File: config.mk
export PLATFORM = sky130hd
export DESIGN_NAME = dflow_replay_ctrl
export DESIGN_NICKNAME = d
export VERILOG_FILES = /design/src/rtl/dflow_replay_ctrl.sv
export SDC_FILE = /design/constraint.sdc
export NUM_CORES = 1
export LEC_CHECK = 0
export CORE_AREA = 2 2 172 174
export CTS_CLUSTER_DIAMETER = 200
export DETAILED_ROUTE_END_ITERATION = 8
export DIE_AREA = 0 0 174 176
export PLACE_DENSITY = 0.79
export SLEW_MARGIN = 20
export SYNTH_ARGS = -nofsm -noshare
export SYNTH_HDL_FRONTEND = slang
export SYNTH_SLANG_ARGS = --single-unit
File: constraint.sdc
create_clock -name clk -period 11.2 [get_ports clk]
set_input_delay 2.8 -clock clk [delete_from_list [all_inputs] [get_ports clk]]
set_output_delay 2.8 -clock clk [all_outputs]
set_load 0.005 [all_outputs]
File: src/rtl/dflow_replay_ctrl.sv
// dflow_replay_ctrl
//
// Replays the stored dflow tuple region out of QDR memory once the store
// phase has finished. Read commands sweep [dflow_addr_low, dflow_addr_high],
// wrapping for replay_count passes (0 = endless). A credit counter bounds the
// reads in flight, and returned words go straight to the packet-generator
// FIFO. The block shares the QDR user read port with fifo_to_mem.
//
// Optional build macro: DFLOW_REPLAY_RATE_LIMIT_EN
//   defined   -> a down-counter keeps commands at least issue_gap cycles apart
//                (issue_gap is sampled at start_replay; 0 or 1 = back-to-back)
//   undefined -> issue_gap is ignored and commands may issue every cycle
//
// Ports
//   clk, rst            system clock, asynchronous active-high reset
//   cal_done            QDR calibration complete
//   start_replay        pulse: start a run (ignored while a run is active)
//   sw_stop             pulse: abort the run (honoured in WAIT_CAL / ISSUE)
//   dflow_addr_low/high inclusive replay window
//   replay_count        number of passes, 0 = endless
//   issue_gap           minimum cycles between commands (rate-limit build)
//   app_rd_cmd/addr     read command to memory, held until app_rd_rdy
//   app_rd_rdy          memory accepts the command this cycle
//   app_rd_valid/data   read data returning from memory
//   out_wr_en/out_data  registered copy of the read data to the FIFO
//   out_nearly_full     FIFO back-pressure (needs MAX_OUTSTANDING+2 slack)
//   busy, done, err     run status; err is sticky until the next start
//   pass_cnt            completed passes, saturating
//
// State table
//   state    | meaning
//   IDLE     | waiting for start_replay
//   WAIT_CAL | run armed, waiting for QDR calibration
//   ISSUE    | issuing read commands under credit / back-pressure control
//   DRAIN    | no new commands, waiting for in-flight reads to return
//   DONE     | one-cycle completion state, raises done, drops busy

module dflow_replay_ctrl #(
    parameter int MEM_ADDR_WIDTH     = 19,
    parameter int MEM_DATA_WIDTH     = 144,
    parameter int REPLAY_COUNT_WIDTH = 32,
    parameter int MAX_OUTSTANDING    = 16
) (
    input  logic                          clk,
    input  logic                          rst,
    input  logic                          cal_done,
    input  logic                          start_replay,
    input  logic                          sw_stop,
    input  logic [MEM_ADDR_WIDTH-1:0]     dflow_addr_low,
    input  logic [MEM_ADDR_WIDTH-1:0]     dflow_addr_high,
    input  logic [REPLAY_COUNT_WIDTH-1:0] replay_count,
    input  logic [15:0]                   issue_gap,
    output logic                          app_rd_cmd,
    output logic [MEM_ADDR_WIDTH-1:0]     app_rd_addr,
    input  logic                          app_rd_rdy,
    input  logic                          app_rd_valid,
    input  logic [MEM_DATA_WIDTH-1:0]     app_rd_data,
    output logic                          out_wr_en,
    output logic [MEM_DATA_WIDTH-1:0]     out_data,
    input  logic                          out_nearly_full,
    output logic                          busy,
    output logic                          done,
    output logic                          err,
    output logic [REPLAY_COUNT_WIDTH-1:0] pass_cnt
);

    localparam int               OUT_W   = $clog2(MAX_OUTSTANDING) + 1;
    localparam logic [OUT_W-1:0] MAX_OUT = OUT_W'(MAX_OUTSTANDING);

    typedef enum logic [2:0] {
        IDLE,
        WAIT_CAL,
        ISSUE,
        DRAIN,
        DONE
    } state_t;

    state_t                          state, state_next;
    logic [MEM_ADDR_WIDTH-1:0]       lo_q, hi_q, addr_q;
    logic [REPLAY_COUNT_WIDTH-1:0]   cnt_q;
    logic [REPLAY_COUNT_WIDTH-1:0]   pass_inc;
    logic [OUT_W-1:0]                outstanding, outstanding_next;
    logic                            cmd_q, cmd_next;
    logic                            accept;
    logic                            start_ok;
    logic                            range_bad;
    logic                            at_high;
    logic                            pass_hit;
    logic                            gap_ok_next;

    assign accept    = cmd_q & app_rd_rdy;
    assign start_ok  = start_replay & ((state == IDLE) | (state == DONE));
    assign range_bad = dflow_addr_low > dflow_addr_high;
    assign at_high   = addr_q == hi_q;
    assign pass_inc  = (&pass_cnt) ? pass_cnt : pass_cnt + 1'b1;
    assign pass_hit  = accept & at_high & (cnt_q != '0) & (pass_inc == cnt_q);

    assign app_rd_cmd  = cmd_q;
    assign app_rd_addr = addr_q;

`ifdef DFLOW_REPLAY_RATE_LIMIT_EN
    logic [15:0] gap_cfg, gap_q, gap_next;

    // Loaded with gap-1 on accept so that reaching zero on the next-cycle
    // value lines the following command up exactly issue_gap cycles later.
    always_comb begin
        gap_next = gap_q;
        if (accept) begin
            gap_next = (gap_cfg == '0) ? '0 : gap_cfg - 1'b1;
        end else if (gap_q != '0) begin
            gap_next = gap_q - 1'b1;
        end
    end

    assign gap_ok_next = gap_next == '0;

    always_ff @(posedge clk or posedge rst) begin
        if (rst) begin
            gap_cfg <= '0;
            gap_q   <= '0;
        end else begin
            gap_q <= gap_next;
            if (start_ok) begin
                gap_cfg <= issue_gap;
                gap_q   <= '0;
            end
        end
    end
`else
    logic unused_issue_gap;
    assign unused_issue_gap = ^issue_gap;
    assign gap_ok_next      = 1'b1;
`endif

    always_ff @(posedge clk or posedge rst) begin
        if (rst) begin
            state <= IDLE;
        end else begin
            state <= state_next;
        end
    end

    always_comb begin
        state_next = state;
        case (state)
            IDLE, DONE: begin
                if (start_replay) begin
                    state_next = range_bad ? DONE : WAIT_CAL;
                end else if (state == DONE) begin
                    state_next = IDLE;
                end
            end
            WAIT_CAL: begin
                if (sw_stop) begin
                    state_next = DRAIN;
                end else if (cal_done) begin
                    state_next = ISSUE;
                end
            end
            ISSUE: begin
                if (sw_stop || pass_hit) begin
                    state_next = DRAIN;
                end
            end
            DRAIN: begin
                if (outstanding == '0) begin
                    state_next = DONE;
                end
            end
            default: state_next = IDLE;
        endcase
    end

    // Data with no read outstanding is orphaned: it is still forwarded and
    // flagged, but it must not pull the credit counter below zero.
    always_comb begin
        outstanding_next = outstanding;
        if (accept && !(app_rd_valid && outstanding != '0)) begin
            outstanding_next = outstanding + 1'b1;
        end else if (!accept && app_rd_valid && outstanding != '0) begin
            outstanding_next = outstanding - 1'b1;
        end
    end

    // The command is a register: once presented it stays until taken, and
    // leaving ISSUE (stop or final pass) withdraws it.
    always_comb begin
        cmd_next = 1'b0;
        if (state_next == ISSUE) begin
            if (cmd_q && !app_rd_rdy) begin
                cmd_next = 1'b1;
            end else begin
                cmd_next = (outstanding_next < MAX_OUT) && !out_nearly_full && gap_ok_next;
            end
        end
    end

    always_ff @(posedge clk or posedge rst) begin
        if (rst) begin
            cmd_q       <= 1'b0;
            outstanding <= '0;
            addr_q      <= '0;
            lo_q        <= '0;
            hi_q        <= '0;
            cnt_q       <= '0;
            pass_cnt    <= '0;
            busy        <= 1'b0;
            done        <= 1'b0;
            err         <= 1'b0;
            out_wr_en   <= 1'b0;
            out_data    <= '0;
        end else begin
            cmd_q       <= cmd_next;
            outstanding <= outstanding_next;
            out_wr_en   <= app_rd_valid;
            out_data    <= app_rd_data;

            if (app_rd_valid && outstanding == '0) begin
                err <= 1'b1;
            end

            if (start_ok) begin
                lo_q     <= dflow_addr_low;
                hi_q     <= dflow_addr_high;
                cnt_q    <= replay_count;
                addr_q   <= dflow_addr_low;
                pass_cnt <= '0;
                done     <= 1'b0;
                err      <= range_bad;
                busy     <= 1'b1;
            end else if (accept) begin
                addr_q <= at_high ? lo_q : addr_q + 1'b1;
                if (at_high) begin
                    pass_cnt <= pass_inc;
                end
            end

            if (state_next == DONE) begin
                done <= 1'b1;
                busy <= 1'b0;
            end
        end
    end

endmodule

==> metrics.md <==
| Metric | Value |
|---|---|
| Number of flops mapped to enable cells by yosys | `0` |
| Setup bufs post-CTS | `0` |
| Top-area cell type share of the netlist area | `58.1%` |
| Arrival @ worst endpoint | `5.64 ns` |
| YS warnings | `0` |
| Hold Path Class | `reg -> reg` |
| Tot Pwr | `3200 µW` |
| Worst reg2reg path depth | `9` |
| Row cnt | `62` |
| Port buffer count | `421` |
| Top post-synthesis cells by area | `dfrtp_1, nand2_1, xor2_1` |
| Area leader, netlist | `dfrtp_1` |
| WL final | `40800 µm` |
| Max-cap violations | `0` |
| CTS tree | `built` |
| Hold Vio Cnt, Final | `0` |
| Cell area after synthesis | `12000 µm²` |
| Crit share post-route | `46.5%` |
| Worst Setup Path Type | `in -> reg` |
| Crit start category | `primary input` |
| Worst-Margin Slew | `0.957 ns` |
| Die extent in y | `176 µm` |
| Leak | `0.00763 µW` |
| Unrepaired setup endpoints after global routing | `no` |
| Final Max Tran Viols | `0` |
| Crit path max fanout | `2` |
| Share of cells above drive strength 1 | `5.00%` |
| Grt total ovfl | `0` |
| FMAX | `0.192 GHz` |
| Post-CTS sizing | `0` |
| Gate Count Post-Synth | `1161` |
| First-pass DRT Iterations | `5` |
| Min Tclk post-route | `5.21 ns` |
| Placed Cells incl. Taps | `1910` |
| DRC | `0` |
| Worst Hold Depth | `2` |
| Core ar. | `28500 µm²` |
| Fill count | `2355` |
| Sequential cell area | `6960 µm²` |
| Pwr/cell area | `183 nW/µm²` |
| Post-synth top cells | `dfrtp_1, nand2_1, nor2_1` |
| CTS root buf | `clkbuf_16` |
| Sequential share of the synthesized area | `58.1%` |
| DRT iter0 DRCs | `830` |
| Starting density of the core | `41.9%` |
| Clock Skews | `0.0148 ns` |
| Initial antenna violation count | `6` |
| Area of the multi-input gates | `4590 µm²` |
| DP Worst Slack | `5.42 ns` |
| Total negative slack | `0 ns` |
| Clock tree sinks | `278` |
| Wire length per cell | `20.7 µm` |
| Crit path launch | `dflow_addr_high[4]` |
| Max-Slew Margin vs Limit | `36.2%` |
| Crit. End Element | `flip-flop` |
| Synthesized flop and latch total | `278` |
| Worst-skew pair later-pin latency | `0.56 ns` |
| Global-route wire length before repair | `61600 µm` |
| H-tree lvl count | `1` |
| TritonCTS Buffers | `31` |
| Post-layout nets | `1820` |
| Worst-path clk slew | `0.06 ns` |
| Most frequent cell after synthesis | `dfrtp_1` |
| Ys async rst share | `100%` |
| Status | `finished clean` |
| Non-Filler Instances | `1968` |
| Die W | `174 µm` |
| Worst reg2reg path startpoint | `pass_cnt[1]` |
| Clock Tree Buf Depth | `3` |
| Placer Congestion | `0.900` |
| Largest net degree at the start of global routing | `145` |
| Fin util | `61.2%` |
| Fin worst setup slack | `5.99 ns` |
| Worst vdd ir | `125 µV` |
| Post-DP HPWL | `30400 µm` |
| Routed via count | `10420` |
| Vias in the first global route | `10394` |
| Hold Crit Start | `lo_q[12]` |
| Final Setup Violations | `0` |
| Syn avg cell area | `10.3 µm²` |
| Hold-fix buffers, CTS | `0` |
| GRT Util Overall | `26.1%` |
| CP required | `11.63 ns` |
| Post-route ant nets | `0` |
| Main synth FF type | `dfrtp_1` |
| Vias/cell | `5.29` |
| Die area | `30600 µm²` |
| P&R area growth vs syn | `45.8%` |
| Net Count, Synth | `1422` |
| Boundary Pins | `438` |
| Post-synth cell types | `69` |
-- layout by cell type (no fill, tap or decap), types with 18 or more instances in the layout --
master | synthesis | layout
clkdlybuf4s50_1 | 0 | 421
dfrtp_1 | 278 | 278
nand2_1 | 219 | 218
nor2_1 | 90 | 90
o21ai_0 | 60 | 60
xor2_1 | 48 | 48
nand3_1 | 41 | 41
inv_1 | 40 | 39
a21oi_1 | 38 | 38
xnor2_1 | 34 | 34
clkbuf_16 | 0 | 31
ha_1 | 23 | 23
nor4_1 | 22 | 22
nand4_1 | 21 | 21
and3_1 | 18 | 18
-- metal layers --
layer | vias up | track usage (%) | routed length (µm) | share of wire, %
met2 | 463 | 46.5 | 21100 | 52
li1 | 4789 | - | - | -
met1 | 5068 | 30.4 | 14900 | 37
met4 | 6 | 9.73 | 1520 | 3.7
met5 | - | 0 | 39 | 0.096
met3 | 94 | 6.57 | 3210 | 7.9
-- report_power, final --
| part | leakage, µW | total (µW) | switching [µW] | internal, µW |
|---|---|---|---|---|
| clock network | 0.000494 | 996 | 417 | 579 |
| registers | 0.00339 | 1420 | 218 | 1200 |
| logic | 0.00374 | 788 | 379 | 410 |
-- metrics by stage --
step	hold slack, ns	area (µm²)
after global routing	0.508	17500
after detailed placement	0.464	16500
after CTS	0.479	17500
after global placement	0.458	16500
after floorplan	0.445	12000
final	0.478	17500
-- flip-flops by register name, indices dropped and copies added (netlist names), 3 cells and up --
signal and flops:
outstanding 5, lo_q 19, out_data 144, hi_q 19
app_rd_addr 19, cnt_q 32, pass_cnt 32, state 3
-- final timing paths --
path / slack, ns / to
max: 5.99 / err
min: 0.48 / lo_q[12]
max reg2reg: 7.37 / app_rd_cmd
min reg2reg: 0.48 / lo_q[12]
max in group asynchronous: 7.01 / pass_cnt[8]
min in group asynchronous: 2.78 / out_data[98]
-- kinds of logic after synthesis --
logic type	after synthesis	share of synthesized area (%)
buffers and inverters	102	3.62
XOR/XNOR	83	6.19
AND/OR/NAND/NOR	481	19.2
multiplexers	4	0.397
adder cells (fa/ha/maj)	23	2.40
flip-flops	278	58.1
AO/OA/AOI/OAI	190	10.1
-- area by class of cell --
cell class,count,area share [%]
Antenna cell,3,0.0430
Clock buffer,37,4.80
Clock inverter,18,0.931
Inverter,40,0.903
Multi-Input combinational cell,781,26.3
Sequential cell,278,39.8
Tap cell,384,2.75
Timing Repair Buffer,427,24.5
-- critical path, stage by stage --
cell	delay [ns]
clkdlybuf4s50_1	0.45
inv_1	0.05
ha_1	0.29
a21o_1	0.19
a21oi_1	0.15
nor2b_1	0.07
o31ai_1	0.29
a21oi_1	0.14
a2111oi_0	0.73
o21ai_0	0.28
a21boi_0	0.20
No activity file was read; power rests on OpenSTA's default activity.
==> variant 1, RTL diff (same flow settings) <==
The option `DFLOW_REPLAY_RATE_LIMIT_EN` is turned on by a define.
--- a/src/rtl/dflow_replay_ctrl.sv
+++ b/src/rtl/dflow_replay_ctrl.sv
@@ -35,4 +35,6 @@
 //   DRAIN    | no new commands, waiting for in-flight reads to return
 //   DONE     | one-cycle completion state, raises done, drops busy
+
+`define DFLOW_REPLAY_RATE_LIMIT_EN
 
 module dflow_replay_ctrl #(
Check against the original RTL: not equivalent (Yosys sat finds a counterexample within 4 cycles, from zero or initial values and one cycle with rst high).
==> variant 1 against the original RTL <==
  * Power rose by 21%
  * Synthesized area rose by 16%
  * Design area rose by 13%
  * Highest routed layer unchanged
  * Routed wire length rose by 29%
  * First-iteration DRC count rose by 86%
  * Sequential cell count rose by 32
  * Setup slack got worse by 0.61 ns
  * Register-to-register slack got worse by 0.22 ns
==> variant 1: results <==
metrics = {
    "worst_setup_path": {
        "rr_startpoint": "pass_cnt[24]",
        "r2r_cells": 8,
        "crit_path_max_fanout": 36,
        "critPathLaunch": "app_rd_rdy",
        "cpPeakStageDelay_ns": 0.55,
        "worstPathArrival_ns": 6.26,
    },
    "detailed_routing": {
        "drt_pass1_iterations": 6,
        "wl_per_cell_um": 23.7,
        "wl_met2_um": 24400,
        "met3_length_um": 6250,
        "wl_met1_um": 19500,
        "vias": 12700,
        "drt-initial-drc-count": 1544,
    },
    "synth": {
        "synth_common_cells": "dfrtp_1 (310), nand2_1 (267), nor2_1 (97), xnor2_1 (73), o21ai_0 (63)",
        "synth-adder-area-share": 0.0243,
        "synthMuxAreaShare": 0.00585,
        "synth.area.top_cells": "dfrtp_1 (56%), nand2_1 (7.2%), xnor2_1 (4.6%), nor2_1 (2.6%), ha_1 (2.4%)",
        "ys_types": 74,
        "synth_seq_area_share": 0.558,
    },
    "final_layout": {
        "drive_gt1_frac": 0.0508,
        "final_nets": 2070,
        "n_fill_cell": 2218,
    },
    "placement": {
        "dp_hpwl_um": 40300,
        "place_congestion": 0.965,
    },
    "sta": {
        "fin_skew_ns": 0.0323,
        "tightest_slew_ns": 1.08,
    },
    "outcome": {
        "outcome": "completed",
    },
    "hold_path": {
        "whs_endpoint": "done",
        "hp-start": "done",
    },
    "global_routing": {
        "grt.total_usage": 0.339,
        "grt_pass1_vias": 12400,
        "grt_pass1_wl_um": 77300,
    },
    "cts": {
        "clkLatencyLatePin_ns": 0.53,
    },
}
-- variant 1: kinds of logic after synthesis --
| family | Yosys count |
|---|---|
| AND/OR/NAND/NOR | 610 |
| flip-flops | 310 |
| AO/OA/AOI/OAI | 227 |
| buffers and inverters | 113 |
| XOR/XNOR | 99 |
| adder cells (fa/ha/maj) | 27 |
| multiplexers | 8 |
-- variant 1: power by group through the flow --
| stage | Combinational [mW] | Sequential, mW | Clock (mW) |
|---|---|---|---|
| finish | 1.02 | 1.67 | 1.19 |
| global route | 1.11 | 1.70 | 1.25 |
| CTS | 1.01 | 1.66 | 1.21 |
| detailed placement | 0.996 | 1.67 | 0 |
| global placement | 0.978 | 1.66 | 0 |
| floorplan | 0.598 | 1.58 | 0 |
-- variant 1: stage by stage --
| step | utilization | hold WS, ns | std cells | setup WS (ns) | cell area [sq um] |
|---|---|---|---|---|---|
| 2_1_floorplan | - | 0.445 | 1394 | 4.27 | 13900 |
| 3_3_place_gp | 0.651 | 0.460 | 2152 | 4.71 | 18600 |
| 3_5_place_dp | 0.651 | 0.463 | 2152 | 4.51 | 18600 |
| 4_1_cts | 0.693 | 0.478 | 2214 | 5.02 | 19800 |
| 5_1_grt | 0.694 | 0.493 | 2221 | 5.10 | 19800 |
| 6_report | 0.694 | 0.475 | 2225 | 5.38 | 19800 |
-- variant 1: critical path, delay by kind of cell --
family | cells | cell delay, ns
and+or+nand+nor | 5 | 1.62
buffers and inverters | 2 | 0.94
AOI/OAI and AO/OA | 3 | 0.89
-- variant 1: layout make-up --
type	count	area [sq um]	share of cell area
antenna	11	27.5	0.00139
clock buffer	50	1030	0.0521
clock inverter	12	168	0.00846
inverter	38	146	0.00739
multi-input combinational	971	5720	0.289
sequential	310	7760	0.392
tap	384	480	0.0243
timing repair buffer	449	4480	0.226
==> variant 2, RTL diff (config.mk and constraints unchanged) <==
Without the edit above. Re-encode `state_t` (5 states) as one-hot, 5 bits wide.
--- a/src/rtl/dflow_replay_ctrl.sv
+++ b/src/rtl/dflow_replay_ctrl.sv
@@ -68,10 +68,10 @@
     localparam logic [OUT_W-1:0] MAX_OUT = OUT_W'(MAX_OUTSTANDING);
 
-    typedef enum logic [2:0] {
-        IDLE,
-        WAIT_CAL,
-        ISSUE,
-        DRAIN,
-        DONE
+    typedef enum logic [4:0] {
+        IDLE     = 5'b00001,
+        WAIT_CAL = 5'b00010,
+        ISSUE    = 5'b00100,
+        DRAIN    = 5'b01000,
+        DONE     = 5'b10000
     } state_t;
 
Behaviour: no difference found for any inputs over 4 cycles, from zero or initial values and one cycle with rst high; so few cycles prove little.
==> variant 2 against the original RTL <==
  * Synthesized area down 2.1%
  * Routed wire length shrank 3.2%
  * Die area stayed put
  * Design area decreased by 0.66%
  * Sequential cell count grew 2
  * Fmax is 3.6% higher
  * Via count shrank 3.2%
  * Sequential share of layout area increased by 0.56 points
  * Cell count down 0.86%
  * Power grew 4.3%
  * Setup slack improved by 0.18 ns
  * Hold slack got worse by 0.0041 ns
==> variant 2: results <==
metrics = {
    "worst_setup_path": {
        "cpPeakStageDelay_ns": 0.46,
        "rrSetupSlack_ns": 7.21,
        "cpMaxStageDelayCell": "clkdlybuf4s50_1",
        "r2r_end": "state[2]",
        "rr_startpoint": "pass_cnt[0]",
        "r2r_cells": 10,
        "critical_path.top_delay_family": "compound AO/OA/AOI/OAI gates",
        "crit_path_max_fanout": 3,
    },
    "placement": {
        "port_buffers": 421,
        "place_congestion": 0.944,
        "dp_hpwl_um": 29600,
    },
    "cts": {
        "cts_setup_buffers": 0,
        "h-tree-depth": 1,
        "path_clk_slew_ns": 0.06,
        "cts_buffer_depth": 3,
        "cts_buffers": 30,
        "cts-root-buf": "clkbuf_16",
    },
    "power_and_ir_drop": {
        "p_leak_nw": 7.47,
        "max-vdd-ir-drop_uv": 133,
    },
    "sta": {
        "finalHoldWorstSlack_ns": 0.474,
        "slew_headroom": 0.350,
        "fin_skew_ns": 0.00862,
    },
    "global_routing": {
        "grt_max_degree": 158,
        "antenna_found_initial": 0,
        "grt.total_usage": 0.256,
        "grt_pass1_wl_um": 60700,
    },
    "outcome": {
        "outcome": "completed",
    },
    "synth": {
        "syn_nets": 1394,
        "synth_seq_area_share": 0.598,
        "synth.area.top_cells": "dfrtp_1 (60%), nand2_1 (7.6%), xnor2_1 (4.1%), xor2_1 (3.4%), nor2_1 (2.7%)",
        "ys_types": 55,
        "synth_common_cells": "dfrtp_1 (279), nand2_1 (236), nor2_1 (84), o21ai_0 (58), xnor2_1 (55)",
        "async_flop_share": 1.00,
    },
    "detailed_routing": {
        "wl_per_cell_um": 20.2,
        "drt_pass1_iterations": 7,
        "drt-initial-drc-count": 750,
        "vias": 10100,
    },
    "hold_path": {
        "whs_endpoint": "lo_q[8]",
        "whs_path_depth": 2,
        "hold_class": "register to register",
        "hp-start": "lo_q[8]",
    },
    "final_layout": {
        "n_fill_cell": 2351,
        "drive_gt1_frac": 0.0485,
        "final_nets": 1805,
        "antenna_cells": 0,
        "largest_registers": "out_data (144), cnt_q (32), pass_cnt (32)",
    },
}
==> variant 2: cell count changes after synthesis, moves of 7 or more <==
cell     delta
nand4_1     +9
xnor2_1    +21
nand2_1    +17
nand3_1     -7
and3_1     -10
==> variant 2: layout make-up <==
class,instances,area [sq um],area share
Sequential cell,280,7010,0.404
Clock inverter,11,146,0.00844
Clock buffer,44,883,0.0509
Multi-Input combinational cell,767,4410,0.254
Tap cell,384,480,0.0277
Inverter,36,148,0.00851
Timing Repair Buffer,429,4270,0.246
==> variant 2: cells by family (layout without fill, tap and decap cells) <==
group / Yosys count / count (layout) / synth area share
fa+ha+maj: 23 / 23 / 0.0245
mux: 4 / 4 / 0.00363
simple gates: 473 / 473 / 0.185
xor+xnor: 100 / 100 / 0.0747
compound gates: 167 / 167 / 0.0863
flops: 280 / 280 / 0.598
buf+inv: 86 / 520 / 0.0282
==> variant 2: per-layer routing <==
layer | track usage | wire, um | up-vias
met2 | 0.435 | 19600 | 446
met3 | 0.0579 | 3170 | 83
met5 | 0 | 0 | -
met1 | 0.322 | 15200 | 4898
li1 | - | - | 4664
met4 | 0.0931 | 1480 | 0
==> variant 2: worst max path at each step <==
stage,depth (start not counted),slack (ns),start,endpoint
global placement,12,5.48,dflow_addr_high[8],done
floorplan,1,0.68,rst,app_rd_addr[0]
finish,12,6.17,dflow_addr_high[8],done
CTS,12,6.21,dflow_addr_high[8],done
detailed placement,12,5.60,dflow_addr_high[8],done
global route,8,6.06,app_rd_rdy,pass_cnt[26]
==> variant 2: where the power goes <==
group	total (mW)	internal, mW	switching [mW]
clock	1.02	0.613	0.407
combinational	0.885	0.425	0.460
sequential	1.44	1.22	0.220
==> variant 2: stage by stage <==
step                      std cells  worst slack, ns   util  cell area [sq um]  power, mW
after detailed placement       1896             5.60  0.571              16300       2.33
after global placement         1896             5.48  0.571              16300       2.30
final                          1951             6.17  0.608              17300       3.34
after global routing           1951             6.06  0.608              17300       3.53
after CTS                      1951             6.21  0.607              17300       3.36
after floorplan                1133            0.679      -              11700       1.90
==> variant 2: worst reg2reg max path, cell delays in order, from the launching register on <==
cell	delay [ns]
dfrtp_1	0.51
ha_1	0.30
nand3_2	0.16
or4_1	0.72
nor4_4	0.59
nor2_1	0.26
xnor2_1	0.29
nand2_1	0.08
nor4_1	0.54
a41oi_1	0.21
o21a_1	0.22
